File: src/rtl/bitty_exec_pkg.sv
// Shared types and instruction-field layout for the Bitty execute unit.
package bitty_exec_pkg;

  typedef enum logic [2:0] {
    IDLE,
    DECODE,
    EXEC,
    STORE,
    DONE
  } state_t;

  typedef enum logic [2:0] {
    ADD,
    SUB,
    AND,
    OR,
    XOR,
    SHL,
    SHR,
    CMP
  } sel_t;

  localparam logic [1:0] FMT_REG = 2'd0;
  localparam logic [1:0] FMT_IMM = 2'd1;

  // Bit positions inside the 16-bit instruction word.
  localparam int unsigned RX_LSB  = 13;
  localparam int unsigned RY_LSB  = 10;
  localparam int unsigned IMM_LSB = 5;
  localparam int unsigned SEL_LSB = 2;
  localparam int unsigned FMT_LSB = 0;

  // Formats 2 and 3 are reserved.
  function automatic logic fmt_illegal(input logic [1:0] fmt);
    return fmt[1];
  endfunction

endpackage

File: src/rtl/bitty_alu_p.sv
// Width-generic combinational ALU; carry is only meaningful for ADD/SUB.
module bitty_alu_p
  import bitty_exec_pkg::*;
#(
  parameter int unsigned DATA_W = 16
) (
  input  logic [DATA_W-1:0] a,
  input  logic [DATA_W-1:0] b,
  input  sel_t              sel,
  output logic [DATA_W-1:0] result,
  output logic              carry
);

  localparam logic [DATA_W-1:0] W_MOD = DATA_W'(DATA_W);

  logic [DATA_W-1:0] shamt;
  logic [DATA_W:0]   sum;

  // Operation select; shift distance wraps modulo the data width.
  always_comb begin
    shamt  = b % W_MOD;
    sum    = '0;
    result = '0;
    carry  = 1'b0;
    unique case (sel)
      ADD: begin
        sum    = {1'b0, a} + {1'b0, b};
        result = sum[DATA_W-1:0];
        carry  = sum[DATA_W];
      end
      SUB: begin
        result = a - b;
        carry  = (a < b);
      end
      AND: result = a & b;
      OR:  result = a | b;
      XOR: result = a ^ b;
      SHL: result = a << shamt;
      SHR: result = a >> shamt;
      CMP: begin
        if (a == b)     result = '0;
        else if (a > b) result = DATA_W'(1);
        else            result = DATA_W'(2);
      end
      default: result = '0;
    endcase
  end

endmodule

File: src/rtl/bitty_exec_unit.sv
// Multi-cycle Bitty execute unit: handshake, register file, FSM and writeback.
module bitty_exec_unit
  import bitty_exec_pkg::*;
#(
  parameter int unsigned DATA_W = 16,
  parameter int unsigned NREGS  = 8
) (
  input  logic              clk,
  input  logic              reset,
  input  logic [15:0]       instr,
  input  logic              instr_valid,
  output logic              instr_ready,
  input  logic              stall,
  output logic              done,
  output logic              err,
  output logic [DATA_W-1:0] d_out,
  output logic              flag_z,
  output logic              flag_c,
  input  logic [2:0]        dbg_addr,
  output logic [DATA_W-1:0] dbg_data
);

  if (NREGS != 8) begin : g_nregs_check
    $error("bitty_exec_unit: NREGS must be 8 (3-bit register fields)");
  end
  if (DATA_W < 8 || DATA_W > 64) begin : g_width_check
    $error("bitty_exec_unit: DATA_W must be within 8..64");
  end

  state_t            state, state_next;
  logic [15:0]       reg_i;
  logic [DATA_W-1:0] reg_a, reg_b, reg_c;
  logic [DATA_W-1:0] regs [NREGS];

  logic [2:0]        rx, ry;
  logic [7:0]        imm8;
  logic [1:0]        fmt;
  logic              illegal;
  logic [DATA_W-1:0] alu_result;
  logic              alu_carry;

  assign rx      = reg_i[RX_LSB +: 3];
  assign ry      = reg_i[RY_LSB +: 3];
  assign imm8    = reg_i[IMM_LSB +: 8];
  assign fmt     = reg_i[FMT_LSB +: 2];
  assign illegal = fmt_illegal(fmt);

  bitty_alu_p #(.DATA_W(DATA_W)) u_alu (
    .a      (reg_a),
    .b      (reg_b),
    .sel    (sel_t'(reg_i[SEL_LSB +: 3])),
    .result (alu_result),
    .carry  (alu_carry)
  );

  // State register.
  always_ff @(posedge clk or posedge reset) begin
    if (reset) state <= IDLE;
    else       state <= state_next;
  end

  // Next-state: stall freezes DECODE and EXEC only.
  always_comb begin
    state_next = state;
    unique case (state)
      IDLE:    if (instr_valid) state_next = DECODE;
      DECODE:  if (!stall) state_next = EXEC;
      EXEC:    if (!stall) state_next = STORE;
      STORE:   state_next = DONE;
      DONE:    state_next = IDLE;
      default: state_next = IDLE;
    endcase
  end

  // Datapath: instruction capture, operand fetch, result/flag latch, writeback.
  // Operand and result latches re-run every stalled cycle; inputs are stable
  // until STORE so the repeated load is harmless.
  always_ff @(posedge clk or posedge reset) begin
    if (reset) begin
      reg_i  <= '0;
      reg_a  <= '0;
      reg_b  <= '0;
      reg_c  <= '0;
      flag_z <= 1'b0;
      flag_c <= 1'b0;
      for (int unsigned i = 0; i < NREGS; i++) regs[i] <= '0;
    end else begin
      unique case (state)
        IDLE: if (instr_valid) reg_i <= instr;
        DECODE: begin
          reg_a <= regs[rx];
          reg_b <= (fmt == FMT_IMM) ? DATA_W'(imm8) : regs[ry];
        end
        EXEC: begin
          if (illegal) begin
            reg_c  <= '0;
            flag_z <= 1'b0;
            flag_c <= 1'b0;
          end else begin
            reg_c  <= alu_result;
            flag_z <= (alu_result == '0);
            flag_c <= alu_carry;
          end
        end
        STORE: if (!illegal) regs[rx] <= reg_c;
        default: ;
      endcase
    end
  end

  assign instr_ready = (state == IDLE);
  assign done        = (state == DONE);
  assign err         = (state == DONE) && illegal;
  assign d_out       = reg_c;
  assign dbg_data    = regs[dbg_addr];

endmodule

File: config.mk
export PLATFORM = sky130hd
export DESIGN_NAME = bitty_exec_unit
export DESIGN_NICKNAME = d
export VERILOG_FILES = /design/src/rtl/bitty_exec_pkg.sv /design/src/rtl/bitty_alu_p.sv /design/src/rtl/bitty_exec_unit.sv
export SDC_FILE = /design/constraint.sdc
export NUM_CORES = 1
export LEC_CHECK = 0
export CAP_MARGIN = 5
export CORE_MARGIN = 4
export CORE_UTILIZATION = 51
export DETAILED_ROUTE_END_ITERATION = 8
export GPL_TIMING_DRIVEN = 0
export PLACE_DENSITY = 0.69
export SETUP_SLACK_MARGIN = 0.05
export SLEW_MARGIN = 20
export SYNTH_ARGS = -nofsm -noshare
export SYNTH_HDL_FRONTEND = slang
export SYNTH_SLANG_ARGS = --single-unit
File: constraint.sdc
create_clock -name clk -period 7.85 [get_ports clk]
set_input_delay 1.57 -clock clk [delete_from_list [all_inputs] [get_ports clk]]
set_output_delay 1.57 -clock clk [all_outputs]
set_load 0.005 [all_outputs]
* Yosys cells after proc, flatten, opt, wreduce, memory -nomap -nowiden
Cells that the tools add are included.
** Cells by class
- Add/subtract/negate cells :: 2
- $lt $le $gt $ge :: 6
- Equal/unequal tests :: 16
- Shifts and indexed selects :: 2
- Muxes and demuxes :: 24
- Bitwise logic cells :: 7
- Reduce and logical (&&, ||, !) cells :: 8
** Operator list (count)
- 16-bit 2-to-1 mux :: 10
- 16-bit binary-select mux with 3-bit select :: 3
- 128-bit bitwise mux :: 1
- 16-bit case mux with 8 select lines :: 1
- 16-bit demux with 3-bit select :: 1
- 16-bit by 16-bit adder with 17-bit output :: 1
- 16-bit bitwise AND :: 1
- 16-bit == test :: 1
- 16-bit greater-than comparator :: 1
- 16-bit logical NOT :: 1
- 16-bit less-than comparator :: 1
- 16-bit bitwise OR :: 1
- 16-bit by 4-bit left shift with 16-bit output :: 1
- 16-bit by 4-bit right shift with 16-bit output :: 1
- 16-bit subtractor :: 1
- 16-bit bitwise XOR :: 1
- 3-bit == test, second input constant :: 5
- 3-bit by 2-bit == test with 1-bit output, second input constant :: 4
- 4-bit >= comparator, second input constant :: 3
- 3-bit inverter with 4-bit output :: 3
- 3-bit case mux with 4 select lines :: 1
- 3-bit 2-to-1 mux :: 3
- 3-bit by 1-bit == test with 1-bit output, second input constant :: 2
- 3-bit logical NOT :: 2
- 10 further kinds :: 15
** Storage, ports and cells
- Flip-flop bits (word level) :: 197
- Output and inout bits :: 37
- Logic and storage cells :: 80

* Logic depth before layout (Yosys ltp)
Gate-level depths: netlist (run 1).
- Word-level depth :: 6
- Depth in mapped cells :: 15
- Depth with buffers taken out :: 14

* By module
A second synthesis (run 1) with hierarchy kept.
** Unflattened totals
- Cell total of the unflattened synthesis :: 1277
- Area total of the unflattened synthesis :: 14340.0 µm²
** By module, submodules not included
- bitty_exec_unit :: instances 1, cells an instance 740, area each 10410.0 µm², seq. area each 4929.7 µm²
- bitty_alu_p :: instances 1, cells an instance 537, area each 3930.0 µm², seq. area each 0.0 µm²

* Worst setup path after synthesis (run 1)
OpenSTA, ideal clock, no wires.
- Path type :: in2out
- Start :: input port dbg_addr[0]
- End :: output port dbg_data[0]
- Data arrival time :: 3.156 ns
- Setup slack :: 3.124 ns
- Cell stages on the path :: 4
- Path buffers :: 2
- Path through :: clkbuf_1 -> buf_1 -> mux4_2 -> mux2_2
** On the way
- Word-level cells in the longest chain between the ends :: 4
** RTL lines
- start: declaration :: line bitty_exec_unit.sv:19 : input logic [2:0] dbg_addr,
- 3-bit inverter with 4-bit output (not written as such) :: line bitty_exec_unit.sv:115 : assign dbg_data = regs[dbg_addr];
- 16-bit binary-select mux with 3-bit select :: line bitty_exec_unit.sv:115
- 16-bit 2-to-1 mux (not written as such) (2 in a row) :: line bitty_exec_unit.sv:115
- end: declaration :: line bitty_exec_unit.sv:20 : output logic [DATA_W-1:0] dbg_data
No other way between the ends. The select of a mux whose other input is x is not followed.

* Final worst setup path (run 1)
- Start :: input port dbg_addr[0]
- End :: output port dbg_data[8]
Same word-level chain as after synthesis.

==> impl_metrics.tcl, run 1 <==
set metrics [dict create \
    ios 60 \
    syn_avg_cell_area_um2 11.3 \
    drt-pass1-iter-count 7 \
    cts_sinks 197 \
    syn_inst 1253 \
    port_buffers 57 \
    synth-simple-area-share 0.0830 \
    cts.path.max_buffers 2 \
    synthDistinctLibCells 84 \
    leakage_nw 6.76 \
    fp.dieW_um 174 \
    arrival_ps 4150 \
    tightestPinTransition_ps 1110 \
    max_cap_violations 0 \
    synth_adder_area_share 0.0463 \
    grt.total_usage 0.299 \
    dp_cells 1684 \
    fin_skew_ps 10.1 \
    ys_ff_latch 197 \
    vdd_drop_max_v 0.000171 \
    hold_path.class "reg2reg" \
    grt_pass1_wl_um 70200 \
    clkTransAtPathRegs_ps 70 \
    period_share 0.728 \
    finalNetCount 1405 \
    core_area_um2 27100 \
    placed_cell_area_um2 15200 \
    power_density_nw_per_um2 412 \
    instances_no_fill 1716 \
    cts_tree "built" \
    async_flop_share 1.00 \
    finalPower_mw 6.52 \
    fin_ws_ps 2130 \
    row_count 60 \
    yosysSeqAreaShare 0.350 \
    grt_pass1_vias 11500 \
    slew_headroom 0.261 \
    path_class "in2out" \
    post_cts_buffers 0 \
    routabilityCongestion 1.02 \
    wl_um 45600 \
    drtAntennaViolNets 0 \
    start_util 0.520 \
    required_ps 6280 \
    drt-initial-drc-count 1277 \
    htreeDepth 4 \
    synth_xor_area_frac 0.00621 \
    layout-drive-gt1-share 0.259 \
    setup_viol 0 \
    area_growth_pct 12.3 \
    endpoint_kind "primary output" \
    rsz0062_at_grt "no" \
    root_buffer "clkbuf_16" \
    synth_edf_count 0 \
    ys_warn_count 0 \
    synth_top_flop_cell "dfrtp_1" \
    synth_top_family_by_area "multiplexers" \
    antenna_found_initial 1 \
    drc_errors 0 \
    gr-total-overflow 0 \
    dieArea_um2 30400 \
    slew_violations 0 \
    n_antenna_cell 0 \
    cts_buffers 17 \
    design_area_um2 15800 \
    fin_crit_ps 5720 \
    clk_latency_ps 440 \
    vias 11500 \
    via_per_inst 6.72 \
    startpoint_type "primary input" \
    grt_max_degree 102 \
    fp.dieH_um 174 \
    fillCellCount 2224 \
    ctsResizeCount 0 \
    netlist_area_um2 14100 \
    dp_hpwl_um 33400 \
    fmax_mhz 175 \
    yosys-mux-area-fraction 0.340 \
    synth_compound_area_frac 0.129 \
    synth_fp_nets 1327 \
    final-hold-violation-count 0 \
    ctsHoldBuffers 0 \
    outcome "complete, no violations" \
    pre_cts_ws_ps 2140 \
    wl_per_cell_um 26.6 \
    worstPathMaxFanout 10 \
]
[cells in the mapped netlist (5+ instances only)]
library cell  number  area share
a211o_1            5      0.0031
a211oi_1          10      0.0053
a21oi_1           49       0.017
a221o_1            7      0.0050
a221oi_1           5      0.0031
a22o_1             9      0.0056
a31oi_1           10      0.0044
and2_1             7      0.0031
buf_1             17      0.0045
buf_2             19      0.0067
clkbuf_1          52       0.014
dfrtp_1          197        0.35
ha_1              49       0.043
inv_1             54       0.014
inv_2              5      0.0013
mux2_1             5      0.0040
mux2_2           160        0.13
mux2i_1           57       0.040
mux4_2           103        0.16
nand2_1           88       0.023
nand2b_1          10      0.0044
nand3_1           14      0.0050
nand3b_1           7      0.0037
nand4_1            5      0.0022
nor2_1            63       0.017
nor2b_1            5      0.0022
nor3_1            18      0.0064
o211ai_1          12      0.0064
o21a_1             6      0.0032
o21ai_0           54       0.019
o21ai_1           18      0.0064
o21bai_1           5      0.0027
o221ai_1           5      0.0031
o22ai_1           21      0.0093
or3_1              7      0.0031
xnor2_1            8      0.0050
[per-stage QoR]
step / utilization / setup TNS, ps / hold slack (ps)
2_1_floorplan: - / 0 / 473
3_3_place_gp: 0.558 / -317110 / 501
3_5_place_dp: 0.561 / 0 / 511
4_1_cts: 0.584 / 0 / 528
5_1_grt: 0.584 / 0 / 543
6_report: 0.584 / 0 / 527
[cells by family (layout without fill, tap and decap cells)]
family,after synthesis,after routing
buffers and inverters,153,244
flip-flops,197,197
AND/OR/NAND/NOR,247,247
AO/OA/AOI/OAI,267,267
XOR/XNOR,10,10
adder cells (fa/ha/maj),51,51
multiplexers,328,328
[critical path: stages]
cell and delay, ps:
clkbuf_1 300, buf_1 870, mux4_2 620, mux2_2 320, clkdlybuf4s50_1 460
[layout by cell type (no fill, tap or decap), types with 6 or more instances in the layout]
master and n:
a31oi_1 10, clkbuf_1 52, or3_1 7, xnor2_1 8, a221o_1 7, o21ai_0 54, mux2_2 160, o21ai_1 18
nand3b_1 7, nand3_1 14, a211oi_1 10, clkdlybuf4s50_1 57, buf_2 19, a22o_1 9, nand2b_1 10, dfrtp_1 197
o22ai_1 21, a21oi_1 49, mux4_2 103, clkbuf_16 17, mux2i_1 57, inv_1 53, and2_1 7, o211ai_1 12
nor2_1 63, nor3_1 16, ha_1 49, nand2_1 88, buf_1 15, o21a_1 6
[report_power, final]
group	switching [mW]	internal, mW	leakage, nW
Sequential	0.426	1.32	2.69
Clock	0.439	0.519	0.315
Combinational	2.22	1.60	3.75
Total	3.08	3.44	6.76
[per-layer routing]
metal  global-route usage  part of all wire  vias to the layer above
met1                0.408              0.40                     5842
met4                0.123             0.043                        2
met2                0.486              0.48                      627
li1                     -                 -                     4925
met3               0.0396             0.076                      137
met5                    0           0.00026                        -
[flip-flops by register name, summed over array words and instances, names as in the netlist]
register and flops:
state 3, regs 128, d_out 16, reg_i 16
reg_a 16, flag_c 1, reg_b 16, flag_z 1
[final timing paths]
check / start / end / slack, ps / depth (start not counted)
worst max register to register: reg_b[2] / flag_z / 3440 / 13
worst max-delay path: dbg_addr[0] / dbg_data[8] / 2130 / 5
min in group asynchronous: reset / regs[44] / 1630 / 2
worst min-delay path: reg_i[8] / reg_i[8] / 530 / 1
max in group asynchronous: reset / regs[104] / 5210 / 3
worst min register to register: reg_i[8] / reg_i[8] / 530 / 1
[cell type report]
cell class,instances,area (µm²),area share
clock buffers,17,425,0.0269
flip-flops and latches,197,4930,0.311
multi-input cells,903,8540,0.539
clock inverters,15,213,0.0134
repair buffers,59,606,0.0382
inverters,59,229,0.0145
plain buffers,94,428,0.0270
well taps,372,465,0.0294
Power figures use the tool's default switching activity.
==> inputs of run 2 (changes only) <==
- PLACE_DENSITY: 0.69 -> 0.72
- clock period: 7.85 -> 5 ns (I/O delays scaled with it)
==> impl_metrics.tcl, run 2 (synthesis results as in run 1) <==
set metrics [dict create \
    period_share 0.913 \
    max_cap_violations 0 \
    setup_viol 0 \
    routabilityCongestion 1.01 \
    cts_buffers 17 \
    post_cts_buffers 0 \
    dieArea_um2 30400 \
    clk_latency_ps 440 \
    finalPower_mw 10.1 \
    wl_per_cell_um 26.2 \
    hp-start "reg_i[9]" \
    crit_slowest_cell "clkbuf_1" \
    root_buffer "clkbuf_16" \
    max_stage_delay_ps 750 \
    antenna_found_initial 2 \
    largest_register "regs" \
    cts_tree "built" \
    gr-total-overflow 0 \
    area_growth_pct 12.7 \
    vdd_drop_max_v 0.000341 \
    grtUsageMet3 0.0592 \
    fin_ws_ps 433 \
    port_buffers 57 \
    layout-drive-gt1-share 0.261 \
    holdPathStages 1 \
    reg2reg_from "reg_b[2]" \
    fp.dieW_um 174 \
    slew_violations 0 \
    row_count 60 \
    slew_headroom 0.262 \
    clkTransAtPathRegs_ps 80 \
    fillCellCount 2200 \
    core_area_um2 27100 \
    cts_sinks 197 \
    final-hold-violation-count 0 \
    fin_skew_ps 11.3 \
    cts.path.max_buffers 2 \
    power_density_nw_per_um2 638 \
    rsz0062_at_grt "no" \
    path_class "in2out" \
    r2r_cells 13 \
    fin_crit_ps 4570 \
    hold_path.class "reg2reg" \
    vias 11500 \
    rr_endpoint "flag_z" \
    finalNetCount 1410 \
    largest_reg_flops 128 \
    via_per_inst 6.66 \
    worstPathMaxFanout 10 \
    pre_cts_ws_ps 438 \
    grt_max_degree 36 \
    mostFrequentLayoutCells "197 x dfrtp_1, 160 x mux2_2, 103 x mux4_2" \
    cp_cell_sequence "clkdlybuf4s50_1, clkbuf_1, mux4_2, mux2_2, clkdlybuf4s50_1" \
    leakage_nw 6.77 \
    required_ps 4000 \
    cp_num_buf_inv 3 \
    post-route-util 0.586 \
    grt_pass1_vias 11400 \
    grt.total_usage 0.297 \
    fmax_mhz 219 \
    arrival_ps 3570 \
    gr-usage-met2 0.477 \
    met1_usage 0.397 \
    wl_um 45200 \
    crit_top_cell "clkdlybuf4s50_1" \
    drt-pass1-iter-count 6 \
    ctsResizeCount 0 \
    critical-path-top-delay-family "buffers and inverters" \
    worstHoldEndpoint "reg_i[9]" \
    ios 60 \
    grt_pass1_wl_um 69600 \
    outcome "complete, no violations" \
    critPathLaunch "dbg_addr[1]" \
    drtAntennaViolNets 0 \
    gr-max-usage-layer "met2" \
    tightestPinTransition_ps 1100 \
    dp_hpwl_um 33300 \
    final_common_cell "dfrtp_1" \
    ctsHoldBuffers 0 \
    endpoint_kind "primary output" \
    start_util 0.520 \
    drt-initial-drc-count 1356 \
    rrSetupSlack_ps 450 \
    fp.dieH_um 174 \
    drc_errors 0 \
    htreeDepth 4 \
    whs_ps 521 \
    startpoint_type "primary input" \
]
run 2: power breakdown:
group          switching [mW]  total (mW)  internal (mW)
sequential              0.653        2.73           2.08
clock                   0.655        1.41          0.756
combinational            3.48        6.00           2.51
total                    4.79        10.1           5.35
run 2: layout make-up:
| type | instances | area [µm²] | area share |
|---|---|---|---|
| diodes | 1 | 2.50 | 0.000157 |
| plain buffers | 94 | 428 | 0.0269 |
| clock buffers | 18 | 429 | 0.0270 |
| clock inverters | 14 | 166 | 0.0105 |
| inverters | 59 | 225 | 0.0142 |
| multi-input cells | 903 | 8540 | 0.537 |
| flip-flops and latches | 197 | 4930 | 0.310 |
| well taps | 372 | 465 | 0.0293 |
| repair buffers | 64 | 706 | 0.0444 |
run 2: metrics by stage:
step | cell area, µm² | std cells | TNS [ps]
after floorplan | 14100 | 1253 | 0
after global placement | 15100 | 1682 | -8100
after detailed placement | 15300 | 1689 | 0
after CTS | 15900 | 1721 | 0
after global routing | 15900 | 1721 | 0
final | 15900 | 1722 | 0
run 2: worst max-delay path by stage:
stage | to | cells after the start
finish | dbg_data[7] | 5
global route | flag_z | 14
CTS | dbg_data[7] | 5
detailed placement | dbg_data[5] | 5
global placement | reg_i[4] | 2
floorplan | dbg_data[0] | 4
run 2: layer usage:
| metal | share of wire | vias to the layer above |
|---|---|---|
| met2 | 0.47 | 663 |
| met3 | 0.085 | 151 |
| met4 | 0.042 | 2 |
| met1 | 0.40 | 5718 |
| met5 | 0.00044 | - |
| li1 | - | 4930 |
